$ cat src/rtl/calc_sequencer_if.sv
// calc_sequencer_if: keypad-side request/result signals plus the processor memory port.
// master = sequencer side, slave = calculator front-end / processor side.
interface calc_sequencer_if #(
  parameter int unsigned DATA_W = 32,
  parameter int unsigned OPC_W  = 4
);
  logic              start;
  logic [DATA_W-1:0] op_a;
  logic [DATA_W-1:0] op_b;
  logic [OPC_W-1:0]  opcode;
  logic [DATA_W-1:0] resultadoCalcu;
  logic [DATA_W-1:0] EntradaCalcu;
  logic [31:0]       addressCalcu;
  logic              writeEnableCalcu;
  logic              busy;
  logic [DATA_W-1:0] result;
  logic              result_valid;
  logic              err;

  modport master (
    input  start, op_a, op_b, opcode, resultadoCalcu,
    output EntradaCalcu, addressCalcu, writeEnableCalcu, busy, result, result_valid, err
  );

  modport slave (
    output start, op_a, op_b, opcode, resultadoCalcu,
    input  EntradaCalcu, addressCalcu, writeEnableCalcu, busy, result, result_valid, err
  );
endinterface

$ cat src/rtl/calc_sequencer.sv
// calc_sequencer: loads A, B and opcode into processor data memory, waits, then captures the result.
// Build option CALC_CLEAR_OP_EN adds a CLR write that zeroes the opcode word after capture.
module calc_sequencer #(
  parameter int unsigned DATA_W      = 32,
  parameter int unsigned OPC_W       = 4,
  parameter int unsigned ADDR_A      = 16,
  parameter int unsigned ADDR_B      = 20,
  parameter int unsigned ADDR_OP     = 0,
  parameter int unsigned WAIT_CYCLES = 32
) (
  input  logic             CLK,
  input  logic             RST_N,
  calc_sequencer_if.master bus
);

  localparam int unsigned CNT_W = (WAIT_CYCLES > 1) ? $clog2(WAIT_CYCLES) : 1;

  typedef enum logic [3:0] {
    S_IDLE, S_WR_A, S_GAP_A, S_WR_B, S_GAP_B, S_WR_OP, S_WAIT, S_CAPTURE, S_CLR
  } state_t;

  state_t            state;
  state_t            state_nxt;
  logic [DATA_W-1:0] b_q;
  logic [OPC_W-1:0]  opc_q;
  logic [CNT_W-1:0]  cnt;

  logic              accept_c;
  logic              reject_c;
  logic [31:0]       addr_d;
  logic [DATA_W-1:0] data_d;
  logic              we_d;
  logic              busy_d;
  logic [DATA_W-1:0] result_d;
  logic              valid_d;

  assign accept_c = (state == S_IDLE) && bus.start && (bus.opcode != '0);
  assign reject_c = (state == S_IDLE) && bus.start && (bus.opcode == '0);

  // State register
  always_ff @(posedge CLK) begin
    if (!RST_N) state <= S_IDLE;
    else        state <= state_nxt;
  end

  // Next-state logic
  always_comb begin
    state_nxt = state;
    case (state)
      S_IDLE:    if (accept_c) state_nxt = S_WR_A;
      S_WR_A:    state_nxt = S_GAP_A;
      S_GAP_A:   state_nxt = S_WR_B;
      S_WR_B:    state_nxt = S_GAP_B;
      S_GAP_B:   state_nxt = S_WR_OP;
      S_WR_OP:   state_nxt = S_WAIT;
      S_WAIT:    if (cnt == '0) state_nxt = S_CAPTURE;
`ifdef CALC_CLEAR_OP_EN
      S_CAPTURE: state_nxt = S_CLR;
`else
      S_CAPTURE: state_nxt = S_IDLE;
`endif
      default:   state_nxt = S_IDLE;
    endcase
  end

  // Output decode from the upcoming state so every output leaves a flop
  always_comb begin
    addr_d   = bus.addressCalcu;
    data_d   = bus.EntradaCalcu;
    we_d     = 1'b1;
    busy_d   = (state_nxt != S_IDLE);
    result_d = bus.result;
    valid_d  = 1'b0;
    case (state_nxt)
      S_WR_A: begin
        addr_d = 32'(ADDR_A);
        data_d = bus.op_a;
        we_d   = 1'b0;
      end
      S_WR_B: begin
        addr_d = 32'(ADDR_B);
        data_d = b_q;
        we_d   = 1'b0;
      end
      S_WR_OP: begin
        addr_d = 32'(ADDR_OP);
        data_d = DATA_W'(opc_q);
        we_d   = 1'b0;
      end
      S_CAPTURE: begin
        result_d = bus.resultadoCalcu;
        valid_d  = 1'b1;
      end
`ifdef CALC_CLEAR_OP_EN
      S_CLR: begin
        addr_d = 32'(ADDR_OP);
        data_d = '0;
        we_d   = 1'b0;
      end
`endif
      default: ;
    endcase
  end

  // Output registers
  always_ff @(posedge CLK) begin
    if (!RST_N) begin
      bus.addressCalcu     <= '0;
      bus.EntradaCalcu     <= '0;
      bus.writeEnableCalcu <= 1'b1;
      bus.busy             <= 1'b0;
      bus.result           <= '0;
      bus.result_valid     <= 1'b0;
      bus.err              <= 1'b0;
    end else begin
      bus.addressCalcu     <= addr_d;
      bus.EntradaCalcu     <= data_d;
      bus.writeEnableCalcu <= we_d;
      bus.busy             <= busy_d;
      bus.result           <= result_d;
      bus.result_valid     <= valid_d;
      bus.err              <= reject_c;
    end
  end

  // Request latch and WAIT countdown; A goes straight to the bus on acceptance
  always_ff @(posedge CLK) begin
    if (!RST_N) begin
      b_q   <= '0;
      opc_q <= '0;
      cnt   <= '0;
    end else begin
      if (accept_c) begin
        b_q   <= bus.op_b;
        opc_q <= bus.opcode;
      end
      if (state == S_WR_OP)                    cnt <= CNT_W'(WAIT_CYCLES - 1);
      else if (state == S_WAIT && cnt != '0)   cnt <= cnt - CNT_W'(1);
    end
  end

endmodule

$ cat src/flat_wrapper.sv
// flat-port wrapper written by rule: the top's interface ports become plain ports
module calc_sequencer_flat 
#(
  parameter int unsigned DATA_W      = 32,
  parameter int unsigned OPC_W       = 4,
  parameter int unsigned ADDR_A      = 16,
  parameter int unsigned ADDR_B      = 20,
  parameter int unsigned ADDR_OP     = 0,
  parameter int unsigned WAIT_CYCLES = 32
)
  (CLK, RST_N, bus_start, bus_op_a, bus_op_b, bus_opcode, bus_resultadoCalcu, bus_EntradaCalcu, bus_addressCalcu, bus_writeEnableCalcu, bus_busy, bus_result, bus_result_valid, bus_err);
  calc_sequencer_if #(.DATA_W(DATA_W), .OPC_W(OPC_W)) bus_i ();
  input  logic CLK;
  input  logic RST_N;
  input wire logic [$bits(bus_i.start)-1:0] bus_start;
  input wire logic [$bits(bus_i.op_a)-1:0] bus_op_a;
  input wire logic [$bits(bus_i.op_b)-1:0] bus_op_b;
  input wire logic [$bits(bus_i.opcode)-1:0] bus_opcode;
  input wire logic [$bits(bus_i.resultadoCalcu)-1:0] bus_resultadoCalcu;
  output wire logic [$bits(bus_i.EntradaCalcu)-1:0] bus_EntradaCalcu;
  output wire logic [$bits(bus_i.addressCalcu)-1:0] bus_addressCalcu;
  output wire logic [$bits(bus_i.writeEnableCalcu)-1:0] bus_writeEnableCalcu;
  output wire logic [$bits(bus_i.busy)-1:0] bus_busy;
  output wire logic [$bits(bus_i.result)-1:0] bus_result;
  output wire logic [$bits(bus_i.result_valid)-1:0] bus_result_valid;
  output wire logic [$bits(bus_i.err)-1:0] bus_err;
  assign bus_i.start = bus_start;
  assign bus_i.op_a = bus_op_a;
  assign bus_i.op_b = bus_op_b;
  assign bus_i.opcode = bus_opcode;
  assign bus_i.resultadoCalcu = bus_resultadoCalcu;
  assign bus_EntradaCalcu = bus_i.EntradaCalcu;
  assign bus_addressCalcu = bus_i.addressCalcu;
  assign bus_writeEnableCalcu = bus_i.writeEnableCalcu;
  assign bus_busy = bus_i.busy;
  assign bus_result = bus_i.result;
  assign bus_result_valid = bus_i.result_valid;
  assign bus_err = bus_i.err;
  calc_sequencer #(.DATA_W(DATA_W), .OPC_W(OPC_W), .ADDR_A(ADDR_A), .ADDR_B(ADDR_B), .ADDR_OP(ADDR_OP), .WAIT_CYCLES(WAIT_CYCLES)) u_core (.CLK(CLK), .RST_N(RST_N), .bus(bus_i));
endmodule
$ cat config.mk
export PLATFORM = sky130hd
export DESIGN_NAME = calc_sequencer_flat
export DESIGN_NICKNAME = d
export VERILOG_FILES = /design/src/rtl/calc_sequencer_if.sv /design/src/rtl/calc_sequencer.sv /design/src/flat_wrapper.sv
export SDC_FILE = /design/constraint.sdc
export NUM_CORES = 1
export LEC_CHECK = 0
export ABC_CLOCK_PERIOD_IN_PS = 5200
export BUFFER_PORTS_ARGS = -buffer_cell sky130_fd_sc_hd__buf_2
export CAP_MARGIN = 20
export CORE_ASPECT_RATIO = 0.6
export CORE_MARGIN = 2
export CORE_UTILIZATION = 43
export DETAILED_ROUTE_END_ITERATION = 10
export HOLD_SLACK_MARGIN = 0.03
export PLACE_DENSITY = 0.79
export SLEW_MARGIN = 20
export SYNTH_ARGS = -nofsm -noshare
export SYNTH_HDL_FRONTEND = slang
export SYNTH_SLANG_ARGS = --single-unit
$ cat constraint.sdc
create_clock -name CLK -period 5.2 [get_ports CLK]
set_clock_uncertainty 0.15 [all_clocks]
set_input_delay 0.26 -clock CLK [delete_from_list [all_inputs] [get_ports CLK]]
set_output_delay 0.26 -clock CLK [all_outputs]
set_load 0.01 [all_outputs]
==> impl_metrics.env, run 1 <==
export IMPL_status="finished, final reports clean"
export IMPL_fillers=840
export IMPL_crit_fanout=34
export IMPL_finalHoldViolCount=0
export IMPL_crit_type="flop to flop"
export IMPL_die_w_um=139
export IMPL_cts_root_buf="clkbuf_16"
export IMPL_diodes=0
export IMPL_seqCellArea_um2=2300
export IMPL_cpPeakStageDelay_ps=1030
export IMPL_yosysUniqueCellTypes=43
export IMPL_gp_congestion=0.800
export IMPL_max_clock_freq_ghz=0.345
export IMPL_post_route_util=0.663
export IMPL_p_leak_nw=2.99
export IMPL_fin_tns_setup_ps=0
export IMPL_powerDensity_nw_per_um2=328
export IMPL_cts_sinks=115
export IMPL_fin_cells=985
export IMPL_slew_headroom=0.310
export IMPL_r2r_start="u_core.state[1]$_SDFF_PN0_"
export IMPL_setup_slack_ps=2300
export IMPL_setup_violations=0
export IMPL_io_buffers=172
export IMPL_grtUsageTotal=0.245
export IMPL_multiInputGateArea_um2=2100
export IMPL_routedWlPerCell_um=14.7
export IMPL_rsz0062_at_grt="no"
export IMPL_ys_seq_area_frac=0.489
export IMPL_syn_area_um2=4700
export IMPL_ff2ff_path_depth=5
export IMPL_antenna_found_initial=0
export IMPL_slew_violations=0
export IMPL_max_cap_violations=0
export IMPL_vdd_ir_drop_max_mv=0.230
export IMPL_cts_max_level=4
export IMPL_grt_max_degree=71
export IMPL_fin_crit_sh=0.558
export IMPL_worstReg2RegEnd="u_core.bus.result_valid$_SDFF_PN0_"
export IMPL_cp_slowest_cell="or4_2"
export IMPL_clkSlewWorstSetupHoldPaths_ps=50
export IMPL_core_area_um2=10600
export IMPL_start_util=0.444
export IMPL_placementRows=29
export IMPL_synth_edf_count=0
export IMPL_ant_nets=0
export IMPL_route_detailed_drc=0
export IMPL_syn_avg_cell_area_um2=8.01
export IMPL_cts_buffer_depth=2
export IMPL_routed_via_density=5.01
export IMPL_hpwl_um=8620
export IMPL_clock_latency_ps=400
export IMPL_io_pins=203
export IMPL_holdPathStages=3
export IMPL_start_kind="flop"
export IMPL_first_pass_iters=5
export IMPL_synth_seq_cells=115
export IMPL_cts_buffers=17
export IMPL_final_common_cell="buf_2"
export IMPL_layout_common_cells="172 x buf_2, 140 x nand2_1, 131 x a21oi_1"
export IMPL_drive_gt1_frac=0.262
export IMPL_synthToLayoutAreaGrowth_pct=49.4
export IMPL_cp_required_ps=5400
export IMPL_routed_wl_um=14500
export IMPL_fp_dieH_um=85.0
export IMPL_cts_tree="built"
export IMPL_hp_start="bus_op_a[20]"
export IMPL_whs_endpoint="u_core.bus.EntradaCalcu[20]$_SDFFE_PN0P_"
export IMPL_die_area_um2=11800
export IMPL_ys_flop_type="dfxtp_1"
export IMPL_grt_pass1_vias=4818
export IMPL_end_kind="flop"
export IMPL_yosysWarnings=0
export IMPL_grt_ovfl_total=0
export IMPL_r2r_slack_ps=2300
export IMPL_post_route_min_period_ps=2900
export IMPL_vias=4939
export IMPL_grt_pass1_wl_um=23300
export IMPL_nNetsFinal=938
export IMPL_arrival_ps=3100
export IMPL_first_iter_violations=301
export IMPL_dp_slack_ps=2240
export IMPL_hp_class="input port to flop"
export IMPL_post_synth_inst_count=587
export IMPL_fin_hold_ws_ps=45.1
export IMPL_path_cells="buf_4 > nand2_1 > or4_2 > a21oi_4 > and3_1"
export IMPL_tightest_slew_ps=1040
export IMPL_dp_cells=859
export IMPL_synthArstFlopShare=0
==> how the worst max path moves through the flow <==
stage / from / to / slack, ps
after detailed placement: u_core.state[1]$_SDFF_PN0_ / u_core.bus.result_valid$_SDFF_PN0_ / 2240
after global placement: u_core.state[1]$_SDFF_PN0_ / u_core.bus.result_valid$_SDFF_PN0_ / 2290
final: u_core.state[1]$_SDFF_PN0_ / u_core.bus.result_valid$_SDFF_PN0_ / 2300
after global routing: u_core.state[1]$_SDFF_PN0_ / u_core.bus.result_valid$_SDFF_PN0_ / 2120
after floorplan: u_core.cnt[0]$_SDFFE_PN0P_ / u_core.bus.result[0]$_SDFFE_PN0P_ / 3010
after CTS: u_core.state[1]$_SDFF_PN0_ / u_core.bus.result_valid$_SDFF_PN0_ / 2240
==> state kept, by name, summed over array words and instances, names as in the netlist <==
register / flops
u_core.b_q: 32
u_core.bus.addressCalcu: 2
u_core.bus.result: 32
u_core.bus.err: 1
u_core.bus.EntradaCalcu: 32
u_core.opc_q: 4
u_core.cnt: 5
u_core.bus.writeEnableCalcu: 1
u_core.bus.busy: 1
u_core.state: 4
u_core.bus.result_valid: 1
==> logic make-up (layout without fill, tap and decap cells) <==
group	count (synthesis)	in the layout	synth area share
xor+xnor	6	6	0.0112
mux	1	1	0.00239
buf+inv	80	309	0.0926
simple gates	171	171	0.153
other cells	1	31	0.000797
flops	115	115	0.489
fa+ha+maj	2	2	0.00532
compound gates	211	211	0.245
==> cell type report <==
type                       count  area share
multi-input combinational    422       0.299
clock inverter                13      0.0192
inverter                       4     0.00214
clock buffer                  19      0.0630
sequential                   115       0.328
timing repair buffer         273       0.264
tap                          139      0.0248
==> through the flow <==
stage               power (mW)  instance area, µm²
floorplan                 1.07                4820
global placement          1.13                5510
detailed placement        1.13                5510
CTS                       2.32                7030
global route              2.39                7030
finish                    2.31                7030
==> critical path, delay by kind of cell (launching register included) <==
| kind | cells | cell delay, ps |
|---|---|---|
| AO/OA/AOI/OAI | 1 | 240 |
| AND/OR/NAND/NOR | 3 | 1330 |
| flip-flops | 1 | 730 |
| buffers and inverters | 1 | 380 |
==> layer usage <==
metal	global-route usage	up-vias	wire length [µm]
li1	-	2442	-
met3	0.0604	35	814
met1	0.302	2270	6490
met4	0.100	0	376
met5	0	-	0
met2	0.416	192	6810
==> where the power goes <==
part           switching [mW]  leakage, nW  internal, mW
logic                   0.123         1.79         0.118
registers              0.0193        0.937         0.917
clock network           0.414        0.271         0.715
total                   0.557         2.99          1.75
==> synthesized netlist by cell type, types with 2 or more instances <==
master | n | share of area
o31ai_2 | 2 | 0.0053
nand2_1 | 140 | 0.11
nor3_1 | 2 | 0.0021
ha_1 | 2 | 0.0053
dfxtp_1 | 115 | 0.49
inv_1 | 3 | 0.0024
a22oi_1 | 7 | 0.011
nor2_1 | 8 | 0.0064
nor2b_1 | 3 | 0.0040
a211o_1 | 4 | 0.0074
nand4_1 | 3 | 0.0040
buf_2 | 12 | 0.013
nand3_1 | 2 | 0.0021
o21ai_0 | 56 | 0.060
buf_4 | 30 | 0.048
clkbuf_1 | 32 | 0.026
a21oi_1 | 131 | 0.14
a221oi_1 | 4 | 0.0074
xor2_1 | 5 | 0.0093
and3_1 | 3 | 0.0040
==> repair_timing <==
action | in CTS | in global routing
buffers inserted | 0 | 0
hold endpoints to repair | 94 | 0
hold buffers | 94 | 0
gates resized for setup | 0 | 0
Note: power is estimated with default switching activity, not from simulation.
==> run 2, diff against run 1 <==
--- a/config.mk
+++ b/config.mk
@@ -5,7 +5,7 @@
 export SDC_FILE = /design/constraint.sdc
 export NUM_CORES = 1
 export LEC_CHECK = 0
-export ABC_CLOCK_PERIOD_IN_PS = 5200
+export ABC_CLOCK_PERIOD_IN_PS = 3040
 export BUFFER_PORTS_ARGS = -buffer_cell sky130_fd_sc_hd__buf_2
 export CAP_MARGIN = 20
 export CORE_ASPECT_RATIO = 0.6
==> constraint.sdc (replaced) <==
create_clock -name CLK -period 3.04 [get_ports CLK]
set_clock_uncertainty 0.15 [all_clocks]
set_input_delay 0.152 -clock CLK [delete_from_list [all_inputs] [get_ports CLK]]
set_output_delay 0.152 -clock CLK [all_outputs]
set_load 0.01 [all_outputs]
==> run 2 against run 1 <==
  * Die area is the same
  * Critical path depth is the same
  * Critical endpoint is now u_core.b_q[27]$_SDFFE_PN0P_
  * Via count grew 0.75%
  * Routed wire length grew 2.3%
  * Maximum frequency grew 20%
  * Clock power grew 76%
  * Setup slack lost 1700 ps
==> impl_metrics.env, run 2 (synthesis results as in run 1) <==
export IMPL_hp_class="input port to flop"
export IMPL_vdd_ir_drop_max_mv=0.424
export IMPL_cts_buffers=17
export IMPL_post_route_min_period_ps=2410
export IMPL_placementRows=29
export IMPL_cts_resized=0
export IMPL_layout_common_cells="172 x buf_2, 140 x nand2_1, 131 x a21oi_1"
export IMPL_io_buffers=172
export IMPL_p_total_mw=4.02
export IMPL_core_area_um2=10600
export IMPL_crit_type="flop to flop"
export IMPL_slew_headroom=0.407
export IMPL_routed_via_density=5.00
export IMPL_post_route_util=0.673
export IMPL_arrival_ps=2600
export IMPL_die_w_um=139
export IMPL_vias=4976
export IMPL_rsz0062_at_grt="no"
export IMPL_grt_max_degree=44
export IMPL_routedWlPerCell_um=14.9
export IMPL_max_cap_violations=0
export IMPL_fp_dieH_um=85.0
export IMPL_end_kind="flop"
export IMPL_cts_tree="built"
export IMPL_cts_max_level=4
export IMPL_r2r_slack_ps=630
export IMPL_diodes=0
export IMPL_routed_wl_um=14800
export IMPL_final_common_cell="buf_2"
export IMPL_cp_required_ps=3230
export IMPL_route_detailed_drc=0
export IMPL_hold_buffers=96
export IMPL_grt_pass1_wl_um=23700
export IMPL_use_met1=0.324
export IMPL_drive_gt1_frac=0.266
export IMPL_p_leak_nw=3.06
export IMPL_met2_usage=0.402
export IMPL_cts_root_buf="clkbuf_16"
export IMPL_synthToLayoutAreaGrowth_pct=51.6
export IMPL_ant_nets=0
export IMPL_clock_latency_ps=410
export IMPL_gp_congestion=0.807
export IMPL_setup_violations=0
export IMPL_die_area_um2=11800
export IMPL_fin_tns_setup_ps=0
export IMPL_reg_largest_list="u_core.b_q (32), u_core.bus.EntradaCalcu (32), u_core.bus.result (32)"
export IMPL_top_usage_layer="met2"
export IMPL_cts_sinks=115
export IMPL_slew_violations=0
export IMPL_grt_ovfl_total=0
export IMPL_clkSlewWorstSetupHoldPaths_ps=50
export IMPL_start_kind="flop"
export IMPL_post_cts_buffers=0
export IMPL_start_util=0.444
export IMPL_worstReg2RegEnd="u_core.b_q[27]$_SDFFE_PN0P_"
export IMPL_cts_buffer_depth=2
export IMPL_hp_start="bus_start"
export IMPL_antenna_found_initial=0
export IMPL_status="finished, final reports clean"
export IMPL_crit_fanout=24
export IMPL_hpwl_um=9030
export IMPL_grtUsageTotal=0.251
export IMPL_io_pins=203
export IMPL_fin_crit_sh=0.792
export IMPL_powerDensity_nw_per_um2=564
export IMPL_fin_area_um2=7130
export IMPL_ff2ff_path_depth=5
export IMPL_grtUsageMet3=0.0734
export IMPL_grt_pass1_vias=4806
export IMPL_holdPathStages=3
export IMPL_max_clock_freq_ghz=0.415
export IMPL_tightest_slew_ps=888
export IMPL_finalHoldViolCount=0
export IMPL_nNetsFinal=949
export IMPL_whs_endpoint="u_core.bus.err$_SDFF_PN0_"
export IMPL_r2r_start="u_core.state[3]$_SDFF_PN0_"
export IMPL_first_iter_violations=388
export IMPL_place_area_um2=5570
export IMPL_first_pass_iters=5
## run 2: cell count changes in the layout (fill, tap and decap cells not counted), sizes merged
cell and delta:
dlygate4sd3 +2, buf +9, clkbuf +2, inv -1, bufinv +1, clkinvlp -2, clkinv -1
## run 2: report_power, final
part           internal [mW]  leakage, nW  switching, mW
clock network           1.32        0.285          0.674
registers               1.57        0.937         0.0314
logic                  0.210         1.84          0.216
## run 2: stage by stage
stage	hold WS (ps)	worst slack, ps	instances
final	114	631	995
after global routing	127	432	995
after CTS	95.9	649	995
after detailed placement	248	654	868
after global placement	245	713	868
after floorplan	138	847	617
## run 2: per-layer routing
metal	vias to the layer above	part of all wire
li1	2462	-
met2	217	0.47
met1	2266	0.43
met3	31	0.077
met4	0	0.022
met5	-	0
## run 2: worst max-delay path by stage
stage / startpoint / to / slack, ps / depth (start not counted)
3_3_place_gp: u_core.cnt[0]$_SDFFE_PN0P_ / u_core.bus.result_valid$_SDFF_PN0_ / 710 / 7
3_5_place_dp: u_core.state[3]$_SDFF_PN0_ / u_core.b_q[27]$_SDFFE_PN0P_ / 650 / 5
5_1_grt: u_core.state[3]$_SDFF_PN0_ / u_core.opc_q[0]$_SDFFE_PN0P_ / 430 / 5
2_1_floorplan: u_core.cnt[0]$_SDFFE_PN0P_ / u_core.bus.result[0]$_SDFFE_PN0P_ / 850 / 9
6_report: u_core.state[3]$_SDFF_PN0_ / u_core.b_q[27]$_SDFFE_PN0P_ / 630 / 5
4_1_cts: u_core.state[3]$_SDFF_PN0_ / u_core.b_q[27]$_SDFFE_PN0P_ / 650 / 5
## run 2: layout make-up
class | instances | area, µm²
inverter | 4 | 15.0
timing repair buffer | 284 | 1940
tap | 139 | 174
multi-input combinational | 422 | 2100
fill | 832 | 3470
clock buffer | 21 | 460
clock inverter | 10 | 133
sequential | 115 | 2300
## run 2: critical path, stage by stage (launching register included)
cell	delay (ps)
dfxtp_1	420
nor2_1	390
and4b_1	860
buf_4	320
nand2_1	70
a21oi_1	130
==> run 3, diff against run 2 <==
--- a/config.mk
+++ b/config.mk
@@ -5,7 +5,7 @@
 export SDC_FILE = /design/constraint.sdc
 export NUM_CORES = 1
 export LEC_CHECK = 0
-export ABC_CLOCK_PERIOD_IN_PS = 3040
+export ABC_CLOCK_PERIOD_IN_PS = 2100
 export BUFFER_PORTS_ARGS = -buffer_cell sky130_fd_sc_hd__buf_2
 export CAP_MARGIN = 20
 export CORE_ASPECT_RATIO = 0.6
@@ -13,7 +13,7 @@
 export CORE_UTILIZATION = 43
 export DETAILED_ROUTE_END_ITERATION = 10
 export HOLD_SLACK_MARGIN = 0.03
-export PLACE_DENSITY = 0.79
+export PLACE_DENSITY = 0.82
 export SLEW_MARGIN = 20
 export SYNTH_ARGS = -nofsm -noshare
 export SYNTH_HDL_FRONTEND = slang
==> constraint.sdc (replaced) <==
create_clock -name CLK -period 2.1 [get_ports CLK]
set_clock_uncertainty 0.15 [all_clocks]
set_input_delay 0.105 -clock CLK [delete_from_list [all_inputs] [get_ports CLK]]
set_output_delay 0.105 -clock CLK [all_outputs]
set_load 0.01 [all_outputs]
==> run 3 against run 2 <==
  * The run now ends with setup timing left
  * First-iteration DRC count shrank 3.9%
  * Combinational power grew 50%
  * Total power is 42% higher
  * Register-to-register slack lost 650 ps
  * Clock power up 38%
  * Final area up 3.6%
  * Hold slack worse by 41 ps
  * Critical path depth increased by 2
  * Die area is the same
  * Maximum frequency grew 13%
  * Via count rose by 3.2%
  * Setup slack lost 650 ps
  * Largest cell class unchanged
  * Largest power group unchanged
==> impl_metrics.env, run 3 (synthesis results as in run 1) <==
export IMPL_status="finished, violations left"
export IMPL_violations="setup timing"
export IMPL_crit_fanout=16
export IMPL_setup_violations=3
export IMPL_routed_via_density=5.06
export IMPL_max_cap_violations=0
export IMPL_start_kind="flop"
export IMPL_routed_wl_um=15600
export IMPL_place_area_um2=5720
export IMPL_finalHoldViolCount=0
export IMPL_io_buffers=172
export IMPL_placementRows=29
export IMPL_seqCellArea_um2=2300
export IMPL_fp_dieH_um=85.0
export IMPL_fillers=823
export IMPL_slew_headroom=0.547
export IMPL_grt_ovfl_total=0
export IMPL_gp_congestion=0.811
export IMPL_powerDensity_nw_per_um2=771
export IMPL_slew_violations=0
export IMPL_crit_buf_inv=2
export IMPL_route_detailed_drc=0
export IMPL_post_route_util=0.697
export IMPL_nNetsFinal=968
export IMPL_multiInputGateArea_um2=2130
export IMPL_path_cells="inv_2 > ha_1 > or4b_4 > or4_4 > buf_12 > nand2_1 > a21oi_2"
export IMPL_end_kind="flop"
export IMPL_hpwl_um=9100
export IMPL_cts_tree="built"
export IMPL_first_pass_iters=5
export IMPL_antenna_found_initial=0
export IMPL_clock_latency_ps=400
export IMPL_core_area_um2=10600
export IMPL_cts_buffers=17
export IMPL_reg_largest_list="u_core.b_q (32), u_core.bus.EntradaCalcu (32), u_core.bus.result (32)"
export IMPL_drive_gt1_frac=0.293
export IMPL_hp_class="input port to flop"
export IMPL_grtUsageTotal=0.252
export IMPL_tightest_slew_ps=678
export IMPL_setup_slack_ps=-22.5
export IMPL_max_clock_freq_ghz=0.471
export IMPL_post_route_min_period_ps=2120
export IMPL_cts_sinks=115
export IMPL_layout_common_cells="172 x buf_2, 138 x nand2_1, 128 x a21oi_1"
export IMPL_rsz0062_at_grt="yes"
export IMPL_ant_nets=0
export IMPL_crit_type="flop to flop"
export IMPL_vias=5136
export IMPL_arrival_ps=2270
export IMPL_cp_slowest_cell="or4_4"
export IMPL_grt_max_degree=37
export IMPL_critPathTopFamily="simple AND/OR/NAND/NOR gates"
export IMPL_first_iter_violations=373
export IMPL_cts_max_level=4
export IMPL_die_area_um2=11800
export IMPL_cp_required_ps=2240
export IMPL_fin_hold_ws_ps=73.4
export IMPL_grt_pass1_vias=5013
export IMPL_grt_pass1_wl_um=24000
export IMPL_synthToLayoutAreaGrowth_pct=57.0
export IMPL_vdd_ir_drop_max_mv=0.722
export IMPL_cts_root_buf="clkbuf_16"
export IMPL_cts_buffer_depth=2
export IMPL_die_w_um=139
export IMPL_start_util=0.444
export IMPL_final_common_cell="buf_2"
export IMPL_fin_crit_sh=1.01
export IMPL_routedWlPerCell_um=15.3
export IMPL_diodes=0
export IMPL_io_pins=203
export IMPL_fin_area_um2=7380
export IMPL_cpPeakStageDelay_ps=510
export IMPL_p_leak_nw=3.19
export IMPL_clkSlewWorstSetupHoldPaths_ps=50
-- run 3: changes by cell type in the layout (fill, tap and decap cells not counted), moves of 3 or more --
cell / change
buf_12: +5
a21oi_2: +3
buf_4: +8
a21oi_1: -3
buf_6: +4
-- run 3: path summary, 6_finish.rpt --
check / start / endpoint / slack [ps] / cells past startpoint
hold reg to reg: u_core.b_q[4]$_SDFFE_PN0P_ / u_core.b_q[4]$_SDFFE_PN0P_ / 300 / 2
setup reg to reg: u_core.cnt[0]$_SDFFE_PN0P_ / u_core.bus.result[26]$_SDFFE_PN0P_ / -20 / 7
hold / removal: bus_op_a[2] / u_core.bus.EntradaCalcu[2]$_SDFFE_PN0P_ / 70 / 4
setup / recovery: u_core.cnt[0]$_SDFFE_PN0P_ / u_core.bus.result[26]$_SDFFE_PN0P_ / -20 / 7
-- run 3: where the power goes --
part	total [mW]	internal, mW	switching, mW
sequential	2.32	2.27	0.0493
combinational	0.637	0.318	0.319
clock	2.74	1.77	0.971
-- run 3: through the flow --
step                      TNS, ps  worst slack [ps]  total power [mW]  cells
after global routing        -1620             -68.6              5.90   1015
after floorplan             -1020             -35.1              2.64    617
final                       -28.0             -22.5              5.69   1015
after detailed placement        0              20.6              2.84    879
after global placement          0              86.2              2.83    879
after CTS                       0              5.39              5.72   1007
-- run 3: worst register-to-register path: cells and delay by family (launching register included) --
kind | cells | cell delay, ps
buf+inv | 2 | 270
flops | 1 | 320
fa+ha+maj | 1 | 140
compound gates | 1 | 70
simple gates | 3 | 1080
-- run 3: timing repair --
action                                  CTS  global route
endpoints found under the setup margin    0            36
gates resized for setup                   0            13
setup buffers                             0             4
endpoints found under the hold margin    97             0
hold buffers                             96             0
-- run 3: routing by layer --
metal	GRT usage	wire length, µm	part of all wire	up-vias
met5	0	0	0	-
met4	0.0973	367	0.024	0
met3	0.0559	1160	0.074	36
met2	0.434	7460	0.48	240
met1	0.312	6600	0.42	2366
li1	-	-	-	2494
-- run 3: area by class of cell --
cell class,instances,area share
repair buffers,303,0.298
flip-flops and latches,115,0.312
well taps,139,0.0236
inverters,4,0.00203
clock inverters,10,0.0147
multi-input cells,422,0.288
clock buffers,22,0.0615
